===== src/rtl/fft_stage_sequencer.sv =====
// Address/twiddle sequencer for an in-place radix-2 DIT FFT over one pipelined butterfly.
// Optional bit-reversed unload phase enabled by FFT_STAGE_SEQUENCER_BITREV_EN.
module fft_stage_sequencer #(
    parameter int LOG2_N     = 6,
    parameter int PIPE_DEPTH = 4
) (
    input  logic                        clk,
    input  logic                        rst,
    input  logic                        start,
    input  logic                        abort,
    input  logic                        bf_ready,
    output logic                        busy,
    output logic                        done,
    output logic                        bf_valid,
    output logic [LOG2_N-1:0]           addr_a,
    output logic [LOG2_N-1:0]           addr_b,
    output logic [LOG2_N-2:0]           tw_idx,
    output logic [$clog2(LOG2_N)-1:0]   stage,
    output logic                        stage_last_bf
`ifdef FFT_STAGE_SEQUENCER_BITREV_EN
    ,
    output logic                        rd_valid,
    input  logic                        rd_ready,
    output logic [LOG2_N-1:0]           rd_addr
`endif
);

    localparam int SW = $clog2(LOG2_N);
    localparam int KW = LOG2_N - 1;
    localparam int DW = (PIPE_DEPTH > 1) ? $clog2(PIPE_DEPTH) : 1;
    localparam logic [KW-1:0] K_LAST = {KW{1'b1}};
    localparam logic [SW-1:0] S_LAST = SW'(LOG2_N - 1);

    typedef enum logic [2:0] {
        S_IDLE,
        S_RUN,
        S_DRAIN,
        S_DONE
`ifdef FFT_STAGE_SEQUENCER_BITREV_EN
        , S_UNLOAD
`endif
    } state_t;

    state_t          state_q, state_d;
    logic [SW-1:0]   stage_q, stage_d;
    logic [KW-1:0]   k_q, k_d;
    logic [DW-1:0]   drain_q, drain_d;
    logic            finish_stage;
    logic            xfer;
`ifdef FFT_STAGE_SEQUENCER_BITREV_EN
    logic [LOG2_N-1:0] j_q, j_d;
`endif

    assign bf_valid = (state_q == S_RUN);
    assign busy     = (state_q != S_IDLE);
    assign done     = (state_q == S_DONE);
    assign stage    = stage_q;
    assign xfer     = bf_valid && bf_ready;

    always_comb begin
        state_d      = state_q;
        stage_d      = stage_q;
        k_d          = k_q;
        drain_d      = drain_q;
        finish_stage = 1'b0;
`ifdef FFT_STAGE_SEQUENCER_BITREV_EN
        j_d          = j_q;
`endif
        case (state_q)
            S_IDLE: begin
                if (start && !abort) begin
                    state_d = S_RUN;
                    stage_d = '0;
                    k_d     = '0;
                end
            end
            S_RUN: begin
                if (xfer) begin
                    if (k_q == K_LAST) begin
                        k_d = '0;
                        if (PIPE_DEPTH == 0) begin
                            finish_stage = 1'b1;
                        end else begin
                            state_d = S_DRAIN;
                            drain_d = '0;
                        end
                    end else begin
                        k_d = k_q + KW'(1);
                    end
                end
            end
            S_DRAIN: begin
                if (int'(drain_q) == PIPE_DEPTH - 1) begin
                    finish_stage = 1'b1;
                end else begin
                    drain_d = drain_q + DW'(1);
                end
            end
            S_DONE: begin
                state_d = S_IDLE;
                stage_d = '0;
            end
`ifdef FFT_STAGE_SEQUENCER_BITREV_EN
            S_UNLOAD: begin
                if (rd_ready) begin
                    j_d = j_q + LOG2_N'(1);
                    if (j_q == {LOG2_N{1'b1}}) begin
                        state_d = S_DONE;
                    end
                end
            end
`endif
            default: state_d = S_IDLE;
        endcase

        // Shared tail of a stage: reached from DRAIN, or straight from RUN when there is no drain.
        if (finish_stage) begin
            drain_d = '0;
            if (stage_q == S_LAST) begin
`ifdef FFT_STAGE_SEQUENCER_BITREV_EN
                state_d = S_UNLOAD;
                j_d     = '0;
`else
                state_d = S_DONE;
`endif
            end else begin
                state_d = S_RUN;
                stage_d = stage_q + SW'(1);
            end
        end

        if (abort && (state_q != S_IDLE)) begin
            state_d = S_IDLE;
            stage_d = '0;
            k_d     = '0;
            drain_d = '0;
`ifdef FFT_STAGE_SEQUENCER_BITREV_EN
            j_d     = '0;
`endif
        end
    end

    always_ff @(posedge clk) begin
        if (rst) begin
            state_q <= S_IDLE;
            stage_q <= '0;
            k_q     <= '0;
            drain_q <= '0;
`ifdef FFT_STAGE_SEQUENCER_BITREV_EN
            j_q     <= '0;
`endif
        end else begin
            state_q <= state_d;
            stage_q <= stage_d;
            k_q     <= k_d;
            drain_q <= drain_d;
`ifdef FFT_STAGE_SEQUENCER_BITREV_EN
            j_q     <= j_d;
`endif
        end
    end

    logic [LOG2_N-1:0] k_ext, span, pos, a_raw;
    logic [SW-1:0]     tw_sh;

    always_comb begin
        k_ext  = {1'b0, k_q};
        span   = LOG2_N'(1) << stage_q;
        pos    = k_ext & (span - LOG2_N'(1));
        a_raw  = (((k_ext >> stage_q) << stage_q) << 1) | pos;
        tw_sh  = S_LAST - stage_q;
        addr_a = '0;
        addr_b = '0;
        tw_idx = '0;
        // Addresses are forced to zero whenever no butterfly is offered.
        if (bf_valid) begin
            addr_a = a_raw;
            addr_b = a_raw + span;
            tw_idx = KW'(pos) << tw_sh;
        end
    end

    assign stage_last_bf = bf_valid && (k_q == K_LAST);

`ifdef FFT_STAGE_SEQUENCER_BITREV_EN
    assign rd_valid = (state_q == S_UNLOAD);

    always_comb begin
        rd_addr = '0;
        if (rd_valid) begin
            for (int i = 0; i < LOG2_N; i++) begin
                rd_addr[i] = j_q[LOG2_N-1-i];
            end
        end
    end
`endif

endmodule

===== config.mk =====
export PLATFORM = sky130hd
export DESIGN_NAME = fft_stage_sequencer
export DESIGN_NICKNAME = d
export VERILOG_FILES = /design/src/rtl/fft_stage_sequencer.sv
export SDC_FILE = /design/constraint.sdc
export NUM_CORES = 1
export LEC_CHECK = 0
export BUFFER_PORTS_ARGS = -buffer_cell sky130_fd_sc_hd__buf_2
export CORE_MARGIN = 2
export CORE_UTILIZATION = 40
export DETAILED_ROUTE_END_ITERATION = 8
export SETUP_SLACK_MARGIN = 0.1
export SYNTH_ARGS = -nofsm -noshare
export SYNTH_HDL_FRONTEND = slang
export SYNTH_SLANG_ARGS = --single-unit

===== constraint.sdc =====
create_clock -name clk -period 3.8 [get_ports clk]
set_input_delay 0.19 -clock clk [delete_from_list [all_inputs] [get_ports clk]]
set_output_delay 0.19 -clock clk [all_outputs]
set_load 0.02 [all_outputs]

* Word level (Yosys, flattened, before mapping)
Cells that the tools add are included.
Operators by class: $add $sub $neg 6, eq/ne operators 14, shifts and indexed selects 4, mux-type cells 23, bitwise gates (word level) 2, reduce and logical (&&, ||, !) cells 14
Operator list (number):
- 3-bit 2-to-1 mux | 7
- 5-bit 2-to-1 mux | 4
- 6-bit 2-to-1 mux | 2
- 5-bit case mux with 2 select lines | 1
- 3-bit case mux with 3 select lines | 1
- 2-bit 2-to-1 mux | 4
- 4-bit AND reduction | 2
- 6-bit adder | 1
- 5-bit by 6-bit AND with 6-bit output | 1
- 3-bit by 2-bit == test with 1-bit output, second input constant | 2
- 2-bit != test, second input constant | 3
- 3-bit by 1-bit != test with 1-bit output, second input constant | 2
- 6-bit bitwise OR | 1
- 3-bit case mux with 2 select lines | 1
- 1-bit by 3-bit << shifter with 6-bit output, first input constant | 1
- 6-bit by 3-bit << shifter with 5-bit output | 1
- 5-bit by 3-bit right shift with 6-bit output | 1
- 6-bit by 1-bit subtractor with 6-bit output, second input constant | 1
- 5-bit by 1-bit adder with 5-bit output, second input constant | 1
- 5-bit == test, second input constant | 1
- 5-bit by 3-bit << shifter with 5-bit output | 1
- 1-bit logical AND | 4
- 2-bit by 1-bit != test with 1-bit output, second input constant | 2
- 2-bit case mux with 2 select lines | 1
- other kinds (15) | 17
Word-level totals: register bits after elaboration 13, input port bits 5, output and inout bits 24, word-level logic and storage cells 67

* Logic depth before layout (Yosys ltp)
depth after elaboration 6, gate-level depth with buffers 14, gate-level depth less buffers 13

* Worst setup path before layout
OpenSTA, ideal clock, no wires.
path kind register to output, from register stage_q[0], in the netlist stage[0], to output port addr_b[5], arrival 3054 ps, required time 3610 ps, setup slack 556 ps, cell stages (with the launch flop) 15, path buffers 1, path through dfxtp_1 -> buf_2 -> inv_1 -> ha_1 -> nand2b_1 -> ha_1 -> nor2b_1 -> mux2_4 -> a22o_1 -> ha_1 -> o21a_1 -> nor2_1 -> a21oi_1 -> xor2_1 -> and2_1
Between the ends: cells in the longest elaborated chain, start to end 6, elaborated cells between the ends (all ways) 8, those cells by class add/sub: 2; shift: 3; mux: 1; bitwise: 2
RTL lines:
- start: declaration | RTL line 45 | logic [SW-1:0] stage_q, stage_d;
- start signal: assignment | RTL line 154 | stage_q <= stage_d;
- 1-bit by 3-bit << shifter with 6-bit output | RTL line 168 | span = LOG2_N'(1) << stage_q;
- 6-bit by 1-bit subtractor with 6-bit output | RTL line 169 | pos = k_ext & (span - LOG2_N'(1));
- 5-bit by 6-bit AND with 6-bit output | RTL line 169
- 6-bit bitwise OR | RTL line 170 | a_raw = (((k_ext >> stage_q) << stage_q) << 1) | pos;
- 6-bit adder (*) | RTL line 178 | addr_b = a_raw + span;
- 6-bit 2-to-1 mux (*) | RTL line 176 | if (bf_valid) begin
- end: declaration | RTL line 16 | output logic [LOG2_N-1:0] addr_b,
Mark *: on every way between the ends. The rest lies on a longest branch, timed or not.

* Worst setup path after layout
from register stage_q[1], in the netlist stage[1], to output port addr_b[5]
The elaborated chain is that of the path after synthesis.

==> summary.md <==
| Metric | Value |
|---|---|
| Status | completed |
| Fin worst setup slack | 317 ps |
| Max Cap Viol | 0 |
| Share of layout cells above drive strength 1 | 21.3% |
| CP endpoint kind | output port |
| Vias per cell | 5.35 |
| Syn nets | 203 |
| CTS root buffer | clkbuf_4 |
| Worst-skew pair later-pin latency | 280 ps |
| Non-Filler Instances | 253 |
| Tcrit/Tclk final | 91.7% |
| CTS Sinks | 12 |
| I/O pin cnt | 29 |
| First-pass GRT wire length | 5860 um |
| Pin count of the biggest net entering global routing | 24 |
| Port bufs | 28 |
| GP Congestion | 0.871 |
| Die Y | 62.3 um |
| Vias in the first global route | 1335 |
| Initial antenna violation count | 0 |
| Initial core utilization | 41.1% |
| Mux contribution to synthesized area | 4.88% |
| GRT Total Usage | 18.0% |
| Critical path peak fanout | 13 |
| Mapped Avg Cell Area | 7.56 sq um |
| Post-synth EDFFs | 0 |
| Cell total after placement | 249 |
| Final nets | 231 |
| Core ar. | 3310 sq um |
| Clk slew on worst S/H paths | 80 ps |
| CTS Buf Count | 3 |
| Worst-margin pin slew | 723 ps |
| Data required time of the worst path | 3610 ps |
| Fin crit period | 3480 ps |
| ANT nets after route | 0 |
| First drt pass iteration count | 4 |
| Max Root-Sink Buffers | 2 |
| FILL cells | 346 |
| Synth Register Bits | 12 |
| VDD IR max | 0.332 mV |
| Class of the worst hold path | primary input to flip-flop |
| DRC | 0 |
| CTS tree | built |
| Max Fclk | 287 MHz |
| Hold buffers post-CTS | 0 |
| Max Transition Viols Final | 0 |
| RSZ-0062 raised after global routing | true |
| Core Util, Final | 47.7% |
| Gr ovfl total | 0 |
| Post-Synth Adder-Cell Area | 16.6% |
| WL per Instance | 13.1 um |
| CP Launch Type | flip-flop |
| Core Rows | 21 |
| # setup viols final | 0 |
| Max transition margin | 51.8% |
| Synth Area in XOR/XNOR | 1.29% |
| Initial DRC Count | 41 |
| Multi-input combinational cell area | 1060 sq um |
| Register area | 243 sq um |
| WS Path Type | flip-flop to output port |
| Drt total wl | 3320 um |
| Compound-Gate Fraction of Synth Area | 23.9% |
| Post-DP HPWL | 2660 um |
| Area grow syn2layout | 16.2% |
| Post-Syn Instances | 180 |
| PwrDens | 337 nW/um^2 |
| # diodes | 0 |
| P_leak | 0.759 nW |
| Mapped Area | 1360 sq um |
| Die extent in x | 62.3 um |
| Clock skew | 3.42 ps |
| Sequential share of the synthesized area | 17.7% |
| Final hold violation count | 0 |
| Most used DFF post-synth | dfxtp_1 |
| Ys Warns | 0 |
| H-Tree Depth | 1 |
| Distinct cell type count after synthesis | 44 |
| Setup TNS | 0 ps |
| Vias | 1354 |
| Share of flip-flops with an asynchronous set or reset | 0% |
| Setup WS pre-CTS | 441 ps |
| Die area | 3880 sq um |
| Largest family of logic cells by synthesized area | simple AND/OR/NAND/NOR gates |
| Simple logic cell fraction of the synthesized area | 30.3% |
| Critical Path AT | 3290 ps |
[layer usage]
layer | share of wire (%) | track usage (%) | up-vias | wire, um
met5 | 0 | 0 | - | 0
met1 | 46 | 21.6 | 627 | 1520
li1 | - | - | 698 | -
met4 | 1.0 | 5.83 | 0 | 34
met3 | 2.9 | 1.81 | 4 | 96
met2 | 50 | 33.6 | 25 | 1670
[timing repair]
action,4_1_cts,5_1_grt
endpoints found under the setup margin,0,2
buffers inserted,0,0
resized for setup,0,4
[registers in the layout, summed over array words and instances, names as in the netlist]
register  cells
drain_q       2
k_q           5
state_q       2
stage         3
[metrics by stage]
| step | area (sq um) | power [mW] | hold slack [ps] |
|---|---|---|---|
| after floorplan | 1360 | 0.363 | 371 |
| final | 1580 | 0.533 | 387 |
| after global routing | 1580 | 0.579 | 442 |
| after CTS | 1570 | 0.539 | 378 |
| after detailed placement | 1530 | 0.431 | 458 |
| after global placement | 1530 | 0.424 | 444 |
[layout by cell type, fill, tap and decap left out, types with 2 or more instances in the layout]
cell type and instances:
and3_1 4, nand3_1 7, mux2i_1 4, clkbuf_4 3, a21o_1 3, nor3_1 4
nand2_1 21, dfxtp_1 10, dfxtp_2 2, a21oi_1 17, or3_1 4, nand4b_1 2
nor2b_1 3, buf_2 28, a211oi_1 3, nand2b_1 7, o21a_1 4, ha_1 17
nor2_1 10, and4_1 2, o21ai_0 5, o211ai_1 3, inv_1 10, xor2_1 2
and2_1 8, a31oi_1 2
[where the power goes]
group	switching, mW	total (mW)	internal, mW
Clock	0.0473	0.106	0.0583
Sequential	0.0138	0.151	0.137
Combinational	0.184	0.276	0.0924
Total	0.245	0.533	0.288
[layout make-up]
cell class / instances / share of cell area, %
clock buffer: 4 / 2.30
inverter: 10 / 2.38
multi-input combinational: 152 / 67.0
sequential: 12 / 15.4
tap: 46 / 3.64
timing repair buffer: 29 / 9.34
[worst paths after layout]
path / start / to / slack (ps) / cells after the start
worst max-delay path: stage[1]$_SDFF_PP0_ / addr_b[5] / 320 / 14
worst min-delay path: bf_ready / drain_q[0]$_SDFFE_PP0P_ / 390 / 5
worst max register to register: state_q[1]$_SDFFE_PP0P_ / k_q[3]$_SDFFE_PP0P_ / 1560 / 7
worst min register to register: drain_q[1]$_SDFFE_PP0P_ / drain_q[1]$_SDFFE_PP0P_ / 470 / 2
[cell families after synthesis]
| family | count (synthesis) |
|---|---|
| simple gates | 77 |
| compound gates | 48 |
| fa+ha+maj | 18 |
| buf+inv | 16 |
| flops | 12 |
| mux | 6 |
| xor+xnor | 2 |
| other cells | 1 |
[critical path, cell delays in order (launching register included)]
cell and delay (ps):
dfxtp_2 470, inv_1 170, ha_1 260, nand2b_1 180, ha_1 210, nor2b_1 170, mux2_4 320, a22o_1 190
ha_1 310, o21a_1 130, nor2_1 40, a21oi_1 140, xor2_1 140, and2_1 130, buf_2 160
[synth_stat cells, types with 4 or more instances]
| master | number | share of area [%] |
|---|---|---|
| and2_1 | 8 | 3.7 |
| a21oi_1 | 17 | 6.3 |
| ha_1 | 18 | 17 |
| dfxtp_1 | 12 | 18 |
| nand2b_1 | 7 | 3.2 |
| or3_1 | 4 | 1.8 |
| o21ai_0 | 5 | 1.8 |
| and3_1 | 4 | 1.8 |
| nand3_1 | 7 | 2.6 |
| nor3_1 | 4 | 1.5 |
| o21a_1 | 4 | 2.2 |
| mux2i_1 | 4 | 2.9 |
| nor2_1 | 10 | 2.8 |
| nand2_1 | 21 | 5.8 |
| inv_1 | 10 | 2.8 |
(Power assumes the default switching activity.)
